## config.mk

```make
export PLATFORM = sky130hd
export DESIGN_NAME = booth_mult_ctrl_flat
export DESIGN_NICKNAME = d
export VERILOG_FILES = /design/src/rtl/booth_pkg.sv /design/src/rtl/booth_mult_ctrl_if.sv /design/src/rtl/booth_iter_counter.sv /design/src/rtl/booth_mult_ctrl.sv /design/src/flat_wrapper.sv
export SDC_FILE = /design/constraint.sdc
export NUM_CORES = 1
export LEC_CHECK = 0
export BUFFER_PORTS_ARGS = -buffer_cell sky130_fd_sc_hd__buf_2
export CELL_PAD_IN_SITES_DETAIL_PLACEMENT = 1
export CELL_PAD_IN_SITES_GLOBAL_PLACEMENT = 1
export CORE_MARGIN = 2
export CORE_UTILIZATION = 30
export DETAILED_ROUTE_END_ITERATION = 8
export PLACE_DENSITY = 0.65
export SLEW_MARGIN = 20
export SYNTH_ARGS = -nofsm -noshare
export SYNTH_HDL_FRONTEND = slang
export SYNTH_SLANG_ARGS = --single-unit
```

## constraint.sdc

```tcl
create_clock -name clk -period 2.9 [get_ports clk]
set_clock_uncertainty 0.1 [all_clocks]
set_input_delay 0.145 -clock clk [delete_from_list [all_inputs] [get_ports clk]]
set_output_delay 0.145 -clock clk [all_outputs]
set_load 0.005 [all_outputs]
```

## src/rtl/booth_pkg.sv

```systemverilog
// Shared types and constants for the radix-2 Booth multiplier sequencer.
// State encoding, Booth pair decode values and a small state helper.
package booth_pkg;

    typedef enum logic [2:0] {
        ST_IDLE  = 3'd0,
        ST_LOAD  = 3'd1,
        ST_INIT  = 3'd2,
        ST_EVAL  = 3'd3,
        ST_SHIFT = 3'd4,
        ST_DONE  = 3'd5
    } booth_state_e;

    // {Q[0],Q[-1]} patterns that call for an accumulator update
    localparam logic [1:0] BOOTH_ADD = 2'b01;
    localparam logic [1:0] BOOTH_SUB = 2'b10;

    function automatic logic state_is_busy(input booth_state_e s);
        return (s != ST_IDLE);
    endfunction

endpackage

```

## src/rtl/booth_mult_ctrl_if.sv

```systemverilog
// Handshake and datapath-strobe bundle between requester/datapath and the Booth sequencer.
// The master side drives start and q_pair; the slave (sequencer) drives everything else.
interface booth_mult_ctrl_if #(
    parameter int WIDTH = 16
);
    localparam int CNT_W = $clog2(WIDTH + 1);

    logic             start;
    logic [1:0]       q_pair;
    logic             ld;
    logic             ld_PP;
    logic             add_en;
    logic             sub_en;
    logic             shift_en;
    logic             busy;
    logic             done;
    logic [CNT_W-1:0] iter;

    modport master (
        output start, q_pair,
        input  ld, ld_PP, add_en, sub_en, shift_en, busy, done, iter
    );

    modport slave (
        input  start, q_pair,
        output ld, ld_PP, add_en, sub_en, shift_en, busy, done, iter
    );

endinterface

```

## src/rtl/booth_iter_counter.sv

```systemverilog
// Remaining-iteration counter: loaded with WIDTH, decremented once per shift,
// flags the final iteration so the sequencer can leave the EVAL/SHIFT loop.
module booth_iter_counter #(
    parameter  int WIDTH = 16,
    localparam int CNT_W = $clog2(WIDTH + 1)
) (
    input  logic             clk,
    input  logic             reset,
    input  logic             i_load,
    input  logic             i_dec,
    output logic [CNT_W-1:0] o_iter,
    output logic             o_last
);

    logic [CNT_W-1:0] r_iter;

    // Saturates at zero so a stray decrement can never wrap the count
    always_ff @(posedge clk) begin
        if (reset) begin
            r_iter <= '0;
        end else if (i_load) begin
            r_iter <= CNT_W'(WIDTH);
        end else if (i_dec && (r_iter != '0)) begin
            r_iter <= r_iter - CNT_W'(1);
        end
    end

    assign o_iter = r_iter;
    assign o_last = (r_iter == CNT_W'(1));

endmodule

```

## src/rtl/booth_mult_ctrl.sv

```systemverilog
// Sequencing FSM for a radix-2 Booth multiplier datapath: start/busy/done handshake
// in front, one-hot ld/ld_PP/add/sub/shift strobes towards the datapath.
module booth_mult_ctrl
    import booth_pkg::*;
#(
    parameter int WIDTH = 16
) (
    input  logic              clk,
    input  logic              reset,
    booth_mult_ctrl_if.slave  bus
);

    localparam int CNT_W = $clog2(WIDTH + 1);

    booth_state_e     r_state;
    booth_state_e     w_state_next;
    logic             w_ld;
    logic             w_ld_pp;
    logic             w_add_en;
    logic             w_sub_en;
    logic             w_shift_en;
    logic             w_cnt_load;
    logic             w_last;
    logic [CNT_W-1:0] w_iter;

    always_ff @(posedge clk) begin
        if (reset) begin
            r_state <= ST_IDLE;
        end else begin
            r_state <= w_state_next;
        end
    end

    // q_pair is only looked at in EVAL, so an unknown pair elsewhere cannot reach a strobe
    always_comb begin
        w_state_next = r_state;
        w_ld         = 1'b0;
        w_ld_pp      = 1'b0;
        w_add_en     = 1'b0;
        w_sub_en     = 1'b0;
        w_shift_en   = 1'b0;
        w_cnt_load   = 1'b0;
        case (r_state)
            ST_IDLE: begin
                if (bus.start) begin
                    w_state_next = ST_LOAD;
                end
            end
            ST_LOAD: begin
                w_ld         = 1'b1;
                w_state_next = ST_INIT;
            end
            ST_INIT: begin
                w_ld_pp      = 1'b1;
                w_cnt_load   = 1'b1;
                w_state_next = ST_EVAL;
            end
            ST_EVAL: begin
                if (bus.q_pair == BOOTH_SUB) begin
                    w_sub_en = 1'b1;
                end else if (bus.q_pair == BOOTH_ADD) begin
                    w_add_en = 1'b1;
                end
                w_state_next = ST_SHIFT;
            end
            ST_SHIFT: begin
                w_shift_en   = 1'b1;
                w_state_next = w_last ? ST_DONE : ST_EVAL;
            end
            ST_DONE: begin
                w_state_next = ST_IDLE;
            end
            default: begin
                w_state_next = ST_IDLE;
            end
        endcase
    end

    booth_iter_counter #(
        .WIDTH (WIDTH)
    ) u_iter_counter (
        .clk    (clk),
        .reset  (reset),
        .i_load (w_cnt_load),
        .i_dec  (w_shift_en),
        .o_iter (w_iter),
        .o_last (w_last)
    );

    assign bus.ld       = w_ld;
    assign bus.ld_PP    = w_ld_pp;
    assign bus.add_en   = w_add_en;
    assign bus.sub_en   = w_sub_en;
    assign bus.shift_en = w_shift_en;
    assign bus.busy     = state_is_busy(r_state);
    assign bus.done     = (r_state == ST_DONE);
    assign bus.iter     = w_iter;

endmodule
```

## src/flat_wrapper.sv

```systemverilog
// flat-port wrapper written by rule: the top's interface ports become plain ports
module booth_mult_ctrl_flat import booth_pkg::*;
#(
    parameter int WIDTH = 16
)
  (clk, reset, bus_start, bus_q_pair, bus_ld, bus_ld_PP, bus_add_en, bus_sub_en, bus_shift_en, bus_busy, bus_done, bus_iter);
  booth_mult_ctrl_if #(.WIDTH(WIDTH)) bus_i ();
  input  logic clk;
  input  logic reset;
  input wire logic [$bits(bus_i.start)-1:0] bus_start;
  input wire logic [$bits(bus_i.q_pair)-1:0] bus_q_pair;
  output wire logic [$bits(bus_i.ld)-1:0] bus_ld;
  output wire logic [$bits(bus_i.ld_PP)-1:0] bus_ld_PP;
  output wire logic [$bits(bus_i.add_en)-1:0] bus_add_en;
  output wire logic [$bits(bus_i.sub_en)-1:0] bus_sub_en;
  output wire logic [$bits(bus_i.shift_en)-1:0] bus_shift_en;
  output wire logic [$bits(bus_i.busy)-1:0] bus_busy;
  output wire logic [$bits(bus_i.done)-1:0] bus_done;
  output wire logic [$bits(bus_i.iter)-1:0] bus_iter;
  assign bus_i.start = bus_start;
  assign bus_i.q_pair = bus_q_pair;
  assign bus_ld = bus_i.ld;
  assign bus_ld_PP = bus_i.ld_PP;
  assign bus_add_en = bus_i.add_en;
  assign bus_sub_en = bus_i.sub_en;
  assign bus_shift_en = bus_i.shift_en;
  assign bus_busy = bus_i.busy;
  assign bus_done = bus_i.done;
  assign bus_iter = bus_i.iter;
  booth_mult_ctrl #(.WIDTH(WIDTH)) u_core (.clk(clk), .reset(reset), .bus(bus_i));
endmodule
```

==> impl_metrics.yaml, run 1 <==
routing:
  wirelength_microns: 1125
  routedWlPerCell_microns: 12.64
  num_vias: 460
  ant_nets: 0
  drt-initial-drc-count: 3
  drtPass1Iterations: 2
  drc: 0
  via_per_inst: 5.169
grt:
  first_global_vias: 468
  overflow: 0
  grt_antenna_before_repair: 0
  grt_util_met3: 0.03750
  grt_max_degree: 11
  met1_usage: 0.1637
  use_met2: 0.2269
  busiest_layer: "met2"
  track_usage: 0.1407
  grt_pass1_wl_microns: 1952
die:
  start_util: 0.3143
  rows: 14
  core_area_sq_um: 1489
  die-area_sq_um: 1892
  die_w_microns: 43.50
  die_h_microns: 43.50
  io_pins: 17
clocking:
  clockBufferDepth: 2
  cts_tree: "yes"
  root_buffer: "clkbuf_4"
  cts_hold_buf: 0
  cts.sinks: 8
  clkTransAtPathRegs_ps: 50
  clk_latency_ps: 250
  cts_max_level: 1
  post-cts-setup-buffers: 0
  cts-buffers-inserted: 3
  cts_resized: 0
timing:
  timing.final.setup_violations: 0
  relSlewSlack: 0.4104
  timing.fmax_mhz: 552.1
  final_hold_viol_count: 0
  tns_ps: 0
  finalCriticalPeriod_ps: 1811
  tightest_slew_ps: 872.0
  timing.final.crit_share: 0.6245
  slew_viol_final: 0
  rsz0062_at_grt: "false"
synth:
  yosysUniqueCellTypes: 24
  synth_common_cells: "dfxtp_1 (8), a21oi_1 (7), inv_1 (6), or3_1 (5)"
  yosysMostFrequentCell: "dfxtp_1"
  avgSynthCellArea_sq_um: 8.356
  synth_mux_area_frac: 0
  syn_inst: 56
  yosysTopAreaCellShare: 0.3422
  synth_edf_count: 0
  synth_xor_area_frac: 0
  synthSimpleGateAreaFrac: 0.3048
  yosys.area.top_type: "dfxtp_1"
  ys_dominant_reg_cell: "dfxtp_1"
  synth-adder-area-share: 0.08021
  ys_ff_latch: 8
  async_reset_ff_frac: 0
  ys_seq_area_frac: 0.3422
  ys_warn_count: 0
  synth_compound_area_frac: 0.1979
  synth_fp_nets: 64
  synth_top_family_by_area: "simple AND/OR/NAND/NOR gates"
  ys_top_cells_by_area: "dfxtp_1 (34%), ha_1 (8.0%), a21oi_1 (7.5%)"
  synth_area_sq_um: 467.9
power_and_ir_drop:
  seqPwrFrac: 0.504
  ir_worst_vdd_v: 0.0002160
  switching_power_mw: 0.06320
  total_power_mw: 0.2435
  comb_power_share: 0.148
  powerDensity_nw_per_um2: 421.2
  p_leak_nw: 0.2663
  p_clk_frac: 0.347
  intPower_mw: 0.1803
  p_sw_frac: 0.2596
setup_path:
  crit_required_ps: 2980
  worstPathMaxFanout: 7
  crit_slowest_cell: "nor4b_1"
  crit_chain: "inv_1 > ha_1 > nor4b_1 > o21ai_0 > a21oi_1"
  worstSetupPathType: "reg -> reg"
  cp.arrival_ps: 1890
  path_buf_inv: 1
  slowest_delay_ps: 710
  cp-start-kind: "register"
  reg2reg_slack_ps: 1090
  path_delay_family: "simple AND/OR/NAND/NOR gates"
  critPathCaptureType: "register"
place:
  port_buffers: 16
  dpl.hpwl_microns: 891.7
  gp_congestion: 0.6582
  dp_cells: 86
hold_path:
  hp-class: "in -> reg"
cells_and_area:
  insertedDiodeCount: 0
  layout.cells.non_filler: 89
  final_nets: 83
  drive_gt1_frac: 0.2740
  area_delta_synth_final_pct: 23.53
run_status:
  status: "finished clean"
flow_run:
  cap_violations: 0
cell usage in the layout, fill, tap and decap left out:
cell type  synthesis  layout
a2111oi_0          1       1
a21oi_1            7       7
a41oi_1            1       1
and2b_1            1       1
buf_2              0      16
clkbuf_4           0       3
dfxtp_1            8       8
ha_1               3       3
inv_1              6       6
nand2_1            2       2
nand3_1            1       1
nand4bb_1          1       1
nor2_1             1       1
nor3_1             3       3
nor3b_1            3       3
nor4b_1            1       1
o21ai_0            3       3
o311a_1            1       1
o31ai_1            2       2
or2_2              1       1
or2b_1             1       1
or3_1              5       5
or3b_1             1       1
or4_1              1       1
logic make-up (layout without fill, tap and decap cells):
logic type	Yosys count	count (layout)
flops	8	8
compound gates	15	15
fa+ha+maj	3	3
buf+inv	8	25
simple gates	22	22
power by group through the flow:
| stage | Clock, mW | Combinational [mW] | Sequential [mW] |
|---|---|---|---|
| finish | 0.0846 | 0.0361 | 0.123 |
| global route | 0.0953 | 0.0404 | 0.124 |
| CTS | 0.0900 | 0.0368 | 0.123 |
| detailed placement | 0 | 0.0363 | 0.125 |
| global placement | 0 | 0.0356 | 0.125 |
| floorplan | 0 | 0.0226 | 0.123 |
per-layer routing:
layer	up-vias	wire, microns
met3	0	51
met5	-	0
met4	0	0
li1	242	-
met2	10	504
met1	208	569
worst paths after layout:
| path | to | cells after the start | from |
|---|---|---|---|
| max reg2reg | u_core.u_iter_counter.o_iter[1] | 5 | u_core.u_iter_counter.o_iter[0] |
| max | u_core.u_iter_counter.o_iter[1] | 5 | u_core.u_iter_counter.o_iter[0] |
| min | u_core.u_iter_counter.o_iter[4] | 2 | reset |
| min reg2reg | u_core.u_iter_counter.o_iter[4] | 2 | u_core.u_iter_counter.o_iter[4] |
metrics by stage:
step           utilization  instance area [sq um]  setup WS, ps  hold WS, ps
2_1_floorplan            -                  467.9          1231        114.1
4_1_cts             0.3882                  578.1          1061        11.60
5_1_grt             0.3882                  578.1         896.6        20.49
3_3_place_gp        0.3731                  555.5          1133        279.3
6_report            0.3882                  578.1          1089        20.50
3_5_place_dp        0.3731                  555.5          1090        284.5
sequential cells by signal, summed over array words and instances (netlist names):
register	count
u_core.r_state	3
u_core.u_iter_counter.o_iter	5
layout make-up:
type                    count  area (sq um)
clock buffers               3         22.52
fillers                   190         910.9
inverters                   6         22.52
multi-input cells          40         272.8
flip-flops and latches      8         160.2
well taps                  16         20.02
repair buffers             16         80.08
worst register-to-register path: stages (launching register included):
cell and delay, ps:
dfxtp_1 340, inv_1 90, ha_1 160, nor4b_1 710
o21ai_0 170, a21oi_1 170
Note: power is estimated with default switching activity, not from simulation.
==> inputs of run 2 (changes only) <==
--- a/config.mk
+++ b/config.mk
@@ -5,13 +5,14 @@
 export SDC_FILE = /design/constraint.sdc
 export NUM_CORES = 1
 export LEC_CHECK = 0
+export ABC_AREA = 1
 export BUFFER_PORTS_ARGS = -buffer_cell sky130_fd_sc_hd__buf_2
 export CELL_PAD_IN_SITES_DETAIL_PLACEMENT = 1
 export CELL_PAD_IN_SITES_GLOBAL_PLACEMENT = 1
 export CORE_MARGIN = 2
-export CORE_UTILIZATION = 30
+export CORE_UTILIZATION = 29
 export DETAILED_ROUTE_END_ITERATION = 8
-export PLACE_DENSITY = 0.65
+export PLACE_DENSITY = 0.67
 export SLEW_MARGIN = 20
 export SYNTH_ARGS = -nofsm -noshare
 export SYNTH_HDL_FRONTEND = slang
==> constraint.sdc (replaced) <==
create_clock -name clk -period 1.6 [get_ports clk]
set_clock_uncertainty 0.1 [all_clocks]
set_input_delay 0.08 -clock clk [delete_from_list [all_inputs] [get_ports clk]]
set_output_delay 0.08 -clock clk [all_outputs]
set_load 0.005 [all_outputs]
==> impl_metrics.yaml, run 2 <==
setup_path:
  cp-start-kind: "register"
  worstSetupPathType: "reg -> out"
  cp.arrival_ps: 1260
  critPathCaptureType: "output port"
  worstPathMaxFanout: 6
  path_buf_inv: 2
  path_delay_family: "flip-flops"
  reg2reg_slack_ps: 240
  crit_required_ps: 1420
  slowest_delay_ps: 490
  crit_chain: "nand2_1 > nor2_1 > inv_1 > nor3_1 > buf_2"
  crit_slowest_cell: "dfxtp_1"
cells_and_area:
  layout.cells.non_filler: 119
  largest_reg_flops: 5
  drive_gt1_frac: 0.3298
  insertedDiodeCount: 0
  area_delta_synth_final_pct: 27.78
  final_util: 0.3875
  fillers: 237
  layout_common_cells: "buf_2 (16), nand2_1 (15), inv_1 (12)"
  fin_area_sq_um: 661.9
  final_nets: 104
  final_common_cell: "buf_2"
timing:
  final_hold_viol_count: 0
  slew_viol_final: 0
  timing.fmax_mhz: 695.7
  relSlewSlack: 0.8000
  finalCriticalPeriod_ps: 1437
  tightest_slew_ps: 299.5
  hold_ws_ps: 27.93
  timing.final.setup_violations: 0
  timing.final.crit_share: 0.8983
  fin_ws_ps: 162.7
  rsz0062_at_grt: "false"
  tns_ps: 0
die:
  core_area_sq_um: 1708
  die-area_sq_um: 2140
  start_util: 0.3033
  rows: 15
  die_w_microns: 46.27
  die_h_microns: 46.27
  io_pins: 17
synth:
  ys_seq_area_frac: 0.3092
  ys_warn_count: 0
  async_reset_ff_frac: 0
  ys_dominant_reg_cell: "dfxtp_1"
  yosysMostFrequentCell: "nand2_1"
  syn_inst: 74
  synth_edf_count: 0
  synth_common_cells: "nand2_1 (15), inv_1 (12), dfxtp_1 (8), nor2_1 (7), a21oi_1 (5)"
  ys_ff_latch: 8
  yosysTopAreaCellShare: 0.3092
  synth_area_sq_um: 518.0
  yosysUniqueCellTypes: 18
  synth_fp_nets: 82
  avgSynthCellArea_sq_um: 7.000
  yosys.area.top_type: "dfxtp_1"
  ys_top_cells_by_area: "dfxtp_1 (31%), nand2_1 (11%), inv_1 (8.7%)"
routing:
  drtPass1Iterations: 4
  ant_nets: 0
  drt-initial-drc-count: 3
  routedWlPerCell_microns: 9.966
  num_vias: 520
  wirelength_microns: 1186
  via_per_inst: 4.370
  drc: 0
grt:
  track_usage: 0.1299
  grt_pass1_wl_microns: 1883
  grt_util_met3: 0.02353
  first_global_vias: 465
  use_met2: 0.1750
  busiest_layer: "met2"
  grt_antenna_before_repair: 0
  met1_usage: 0.1698
  overflow: 0
  grt_max_degree: 8
place:
  port_buffers: 16
  place_ws_ps: 225.9
  dpl.hpwl_microns: 991.1
  gp_congestion: 0.7341
  placed_area_sq_um: 629.4
  dp_cells: 115
power_and_ir_drop:
  ir_worst_vdd_v: 0.0002796
  powerDensity_nw_per_um2: 681.7
  p_leak_nw: 0.3686
  total_power_mw: 0.4512
run_status:
  status: "finished clean"
flow_run:
  cap_violations: 0
clocking:
  clockBufferDepth: 2
  root_buffer: "clkbuf_4"
  cts_tree: "yes"
  clk_latency_ps: 260
  clkTransAtPathRegs_ps: 60
  cts_resized: 0
  post-cts-setup-buffers: 0
  cts_max_level: 1
  cts.sinks: 8
  cts-buffers-inserted: 3
hold_path:
  hp-class: "in -> reg"
[run 2: cell types whose count changed after synthesis, moves of 4 or more]
cell / change
nor2_1: +6
or3_1: -5
inv_2: +4
inv_1: +6
nand2_1: +13
[run 2: layout make-up]
class                           count  area, sq um  share of cell area
Multi-Input combinational cell     50        297.8              0.4499
Clock buffer                        3        22.52             0.03403
Sequential cell                     8        160.2              0.2420
Inverter                           16        60.06             0.09074
Tap cell                           25        31.28             0.04726
Timing Repair Buffer               17        90.09              0.1361
[run 2: kinds of logic after synthesis]
logic type               share of synthesized area
AND/OR/NAND/NOR                             0.3937
buffers and inverters                       0.1159
AO/OA/AOI/OAI                              0.09178
flip-flops                                  0.3092
adder cells (fa/ha/maj)                    0.07247
XOR/XNOR                                   0.01691
[run 2: per-layer routing]
metal  share of wire  vias up
li1                -      270
met1            0.50      232
met2            0.42       13
met3           0.036        5
met4           0.044        0
met5               0        -
[run 2: worst min-delay path, stage by stage]
cell and delay (ps):
buf_2 80, o21ai_1 80, a21oi_1 110
[run 2: power breakdown]
group	switching (mW)	internal [mW]
logic	0.0400	0.0306
registers	0.0120	0.207
clock network	0.0755	0.0863
total	0.127	0.324
[run 2: worst paths after layout]
path                                   startpoint                              end  cells past startpoint
setup / recovery                u_core.r_state[1]                       bus_add_en                      5
hold reg to reg   u_core.u_iter_counter.o_iter[0]  u_core.u_iter_counter.o_iter[0]                      2
hold / removal                          bus_start                u_core.r_state[1]                      3
setup reg to reg  u_core.u_iter_counter.o_iter[0]  u_core.u_iter_counter.o_iter[3]                      8
[run 2: repair_timing]
item,in CTS,in global routing
hold endpoints to repair,1,0
setup endpoints to repair,0,0
hold buffers,1,0
==> inputs of run 3 (changes only) <==
--- a/config.mk
+++ b/config.mk
@@ -6,12 +6,13 @@
 export NUM_CORES = 1
 export LEC_CHECK = 0
 export ABC_AREA = 1
-export BUFFER_PORTS_ARGS = -buffer_cell sky130_fd_sc_hd__buf_2
+export BUFFER_PORTS_ARGS = -buffer_cell sky130_fd_sc_hd__buf_4
 export CELL_PAD_IN_SITES_DETAIL_PLACEMENT = 1
 export CELL_PAD_IN_SITES_GLOBAL_PLACEMENT = 1
 export CORE_MARGIN = 2
 export CORE_UTILIZATION = 29
 export DETAILED_ROUTE_END_ITERATION = 8
+export MAX_ROUTING_LAYER = met4
 export PLACE_DENSITY = 0.67
 export SLEW_MARGIN = 20
 export SYNTH_ARGS = -nofsm -noshare
==> impl_metrics.yaml, run 3 (synthesis gave the netlist of run 2 again) <==
flow_run:
  cap_violations: 0
clocking:
  cts-buffers-inserted: 3
  clkTransAtPathRegs_ps: 50
  root_buffer: "clkbuf_4"
  cts_tree: "yes"
  clk_latency_ps: 260
  cts_max_level: 1
  clockBufferDepth: 2
  cts_resized: 0
  cts_hold_buf: 1
  cts.sinks: 8
  post-cts-setup-buffers: 0
power_and_ir_drop:
  ir_worst_vdd_v: 0.0004189
  p_leak_nw: 0.3718
  powerDensity_nw_per_um2: 644.8
cells_and_area:
  final_util: 0.4110
  area_delta_synth_final_pct: 35.51
  drive_gt1_frac: 0.3298
  largest_reg_flops: 5
  insertedDiodeCount: 0
  final_nets: 104
  final_common_cell: "buf_4"
  layout_common_cells: "buf_4 (16), nand2_1 (15), inv_1 (12)"
setup_path:
  r2r_end: "u_core.u_iter_counter.o_iter[2]"
  crit_start: "u_core.r_state[1]"
  reg2reg_slack_ps: 220
  critPathCaptureType: "output port"
  cp-start-kind: "register"
  worstSetupPathType: "reg -> out"
  r2r.worst_path.cells: 8
  timing.rr.start: "u_core.u_iter_counter.o_iter[0]"
  worstPathMaxFanout: 6
  crit_required_ps: 1420
  cp.arrival_ps: 1240
die:
  core_area_sq_um: 1708
  die_w_microns: 46.27
  start_util: 0.3033
  rows: 15
  die-area_sq_um: 2140
  io_pins: 17
  die_h_microns: 46.27
hold_path:
  hp-start: "bus_start"
  hp-class: "in -> reg"
  hold-path-endpoint: "u_core.r_state[1]"
  whs_path_depth: 3
grt:
  grt_pass1_wl_microns: 1883
  grt_max_degree: 8
  grt_antenna_before_repair: 0
  track_usage: 0.1315
  overflow: 0
  first_global_vias: 443
routing:
  drtPass1Iterations: 2
  drt-initial-drc-count: 1
  via_per_inst: 4.286
  routedWlPerCell_microns: 9.571
  num_vias: 510
  ant_nets: 0
  wirelength_microns: 1139
  drc: 0
timing:
  rsz0062_at_grt: "false"
  final_hold_viol_count: 0
  timing.final.crit_share: 0.8863
  slew_viol_final: 0
  tightest_slew_ps: 276.4
  tns_ps: 0
  finalCriticalPeriod_ps: 1418
  timing.fmax_mhz: 705.2
  relSlewSlack: 0.8143
  timing.final.setup_violations: 0
place:
  port_buffers: 16
  gp_congestion: 0.7411
  dpl.hpwl_microns: 996.7
run_status:
  status: "finished clean"
-- run 3: cell counts in the layout (fill, tap and decap cells not counted) --
No cell type changed its count.
-- run 3: final cells by class --
cell class	count	area (sq um)
fillers	227	1006
well taps	25	31.28
multi-input cells	50	297.8
inverters	16	60.06
flip-flops and latches	8	160.2
repair buffers	17	130.1
clock buffers	3	22.52
-- run 3: power breakdown --
| part | internal, mW | leakage (nW) | switching [mW] |
|---|---|---|---|
| Clock | 0.0858 | 0.0138 | 0.0682 |
| Combinational | 0.0393 | 0.293 | 0.0407 |
| Sequential | 0.207 | 0.0649 | 0.0116 |
-- run 3: critical path, cell delays in order, from the launching register on --
cell	delay [ps]
dfxtp_1	470
nand2_1	90
nor2_1	90
inv_1	70
nor3_1	130
buf_4	140
-- run 3: per-stage QoR --
step / instances / power, mW / hold WS, ps / cell area, sq um / setup slack [ps]
floorplan: 74 / 0.2670 / 49.07 / 518.0 / 287.7
global placement: 115 / 0.3008 / 142.7 / 669.4 / 272.6
detailed placement: 115 / 0.3023 / 150.2 / 669.4 / 216.6
CTS: 119 / 0.4641 / 19.86 / 701.9 / 153.6
global route: 119 / 0.4845 / 66.60 / 701.9 / 33.65
finish: 119 / 0.4526 / 28.69 / 701.9 / 181.9
-- run 3: layer usage --
metal / track usage / share of wire
met1: 0.1663 / 0.50
met2: 0.1806 / 0.42
met3: 0.04706 / 0.053
met4: 0.06857 / 0.019
met5: - / 0
-- run 3: worst max path at each step --
stage               depth (start not counted)  slack [ps]                         endpoint
floorplan                                   8         290  u_core.u_iter_counter.o_iter[2]
global placement                            8         270  u_core.u_iter_counter.o_iter[2]
detailed placement                          8         220  u_core.u_iter_counter.o_iter[2]
CTS                                         5         150                       bus_add_en
global route                                5          30                       bus_add_en
finish                                      5         180                       bus_add_en
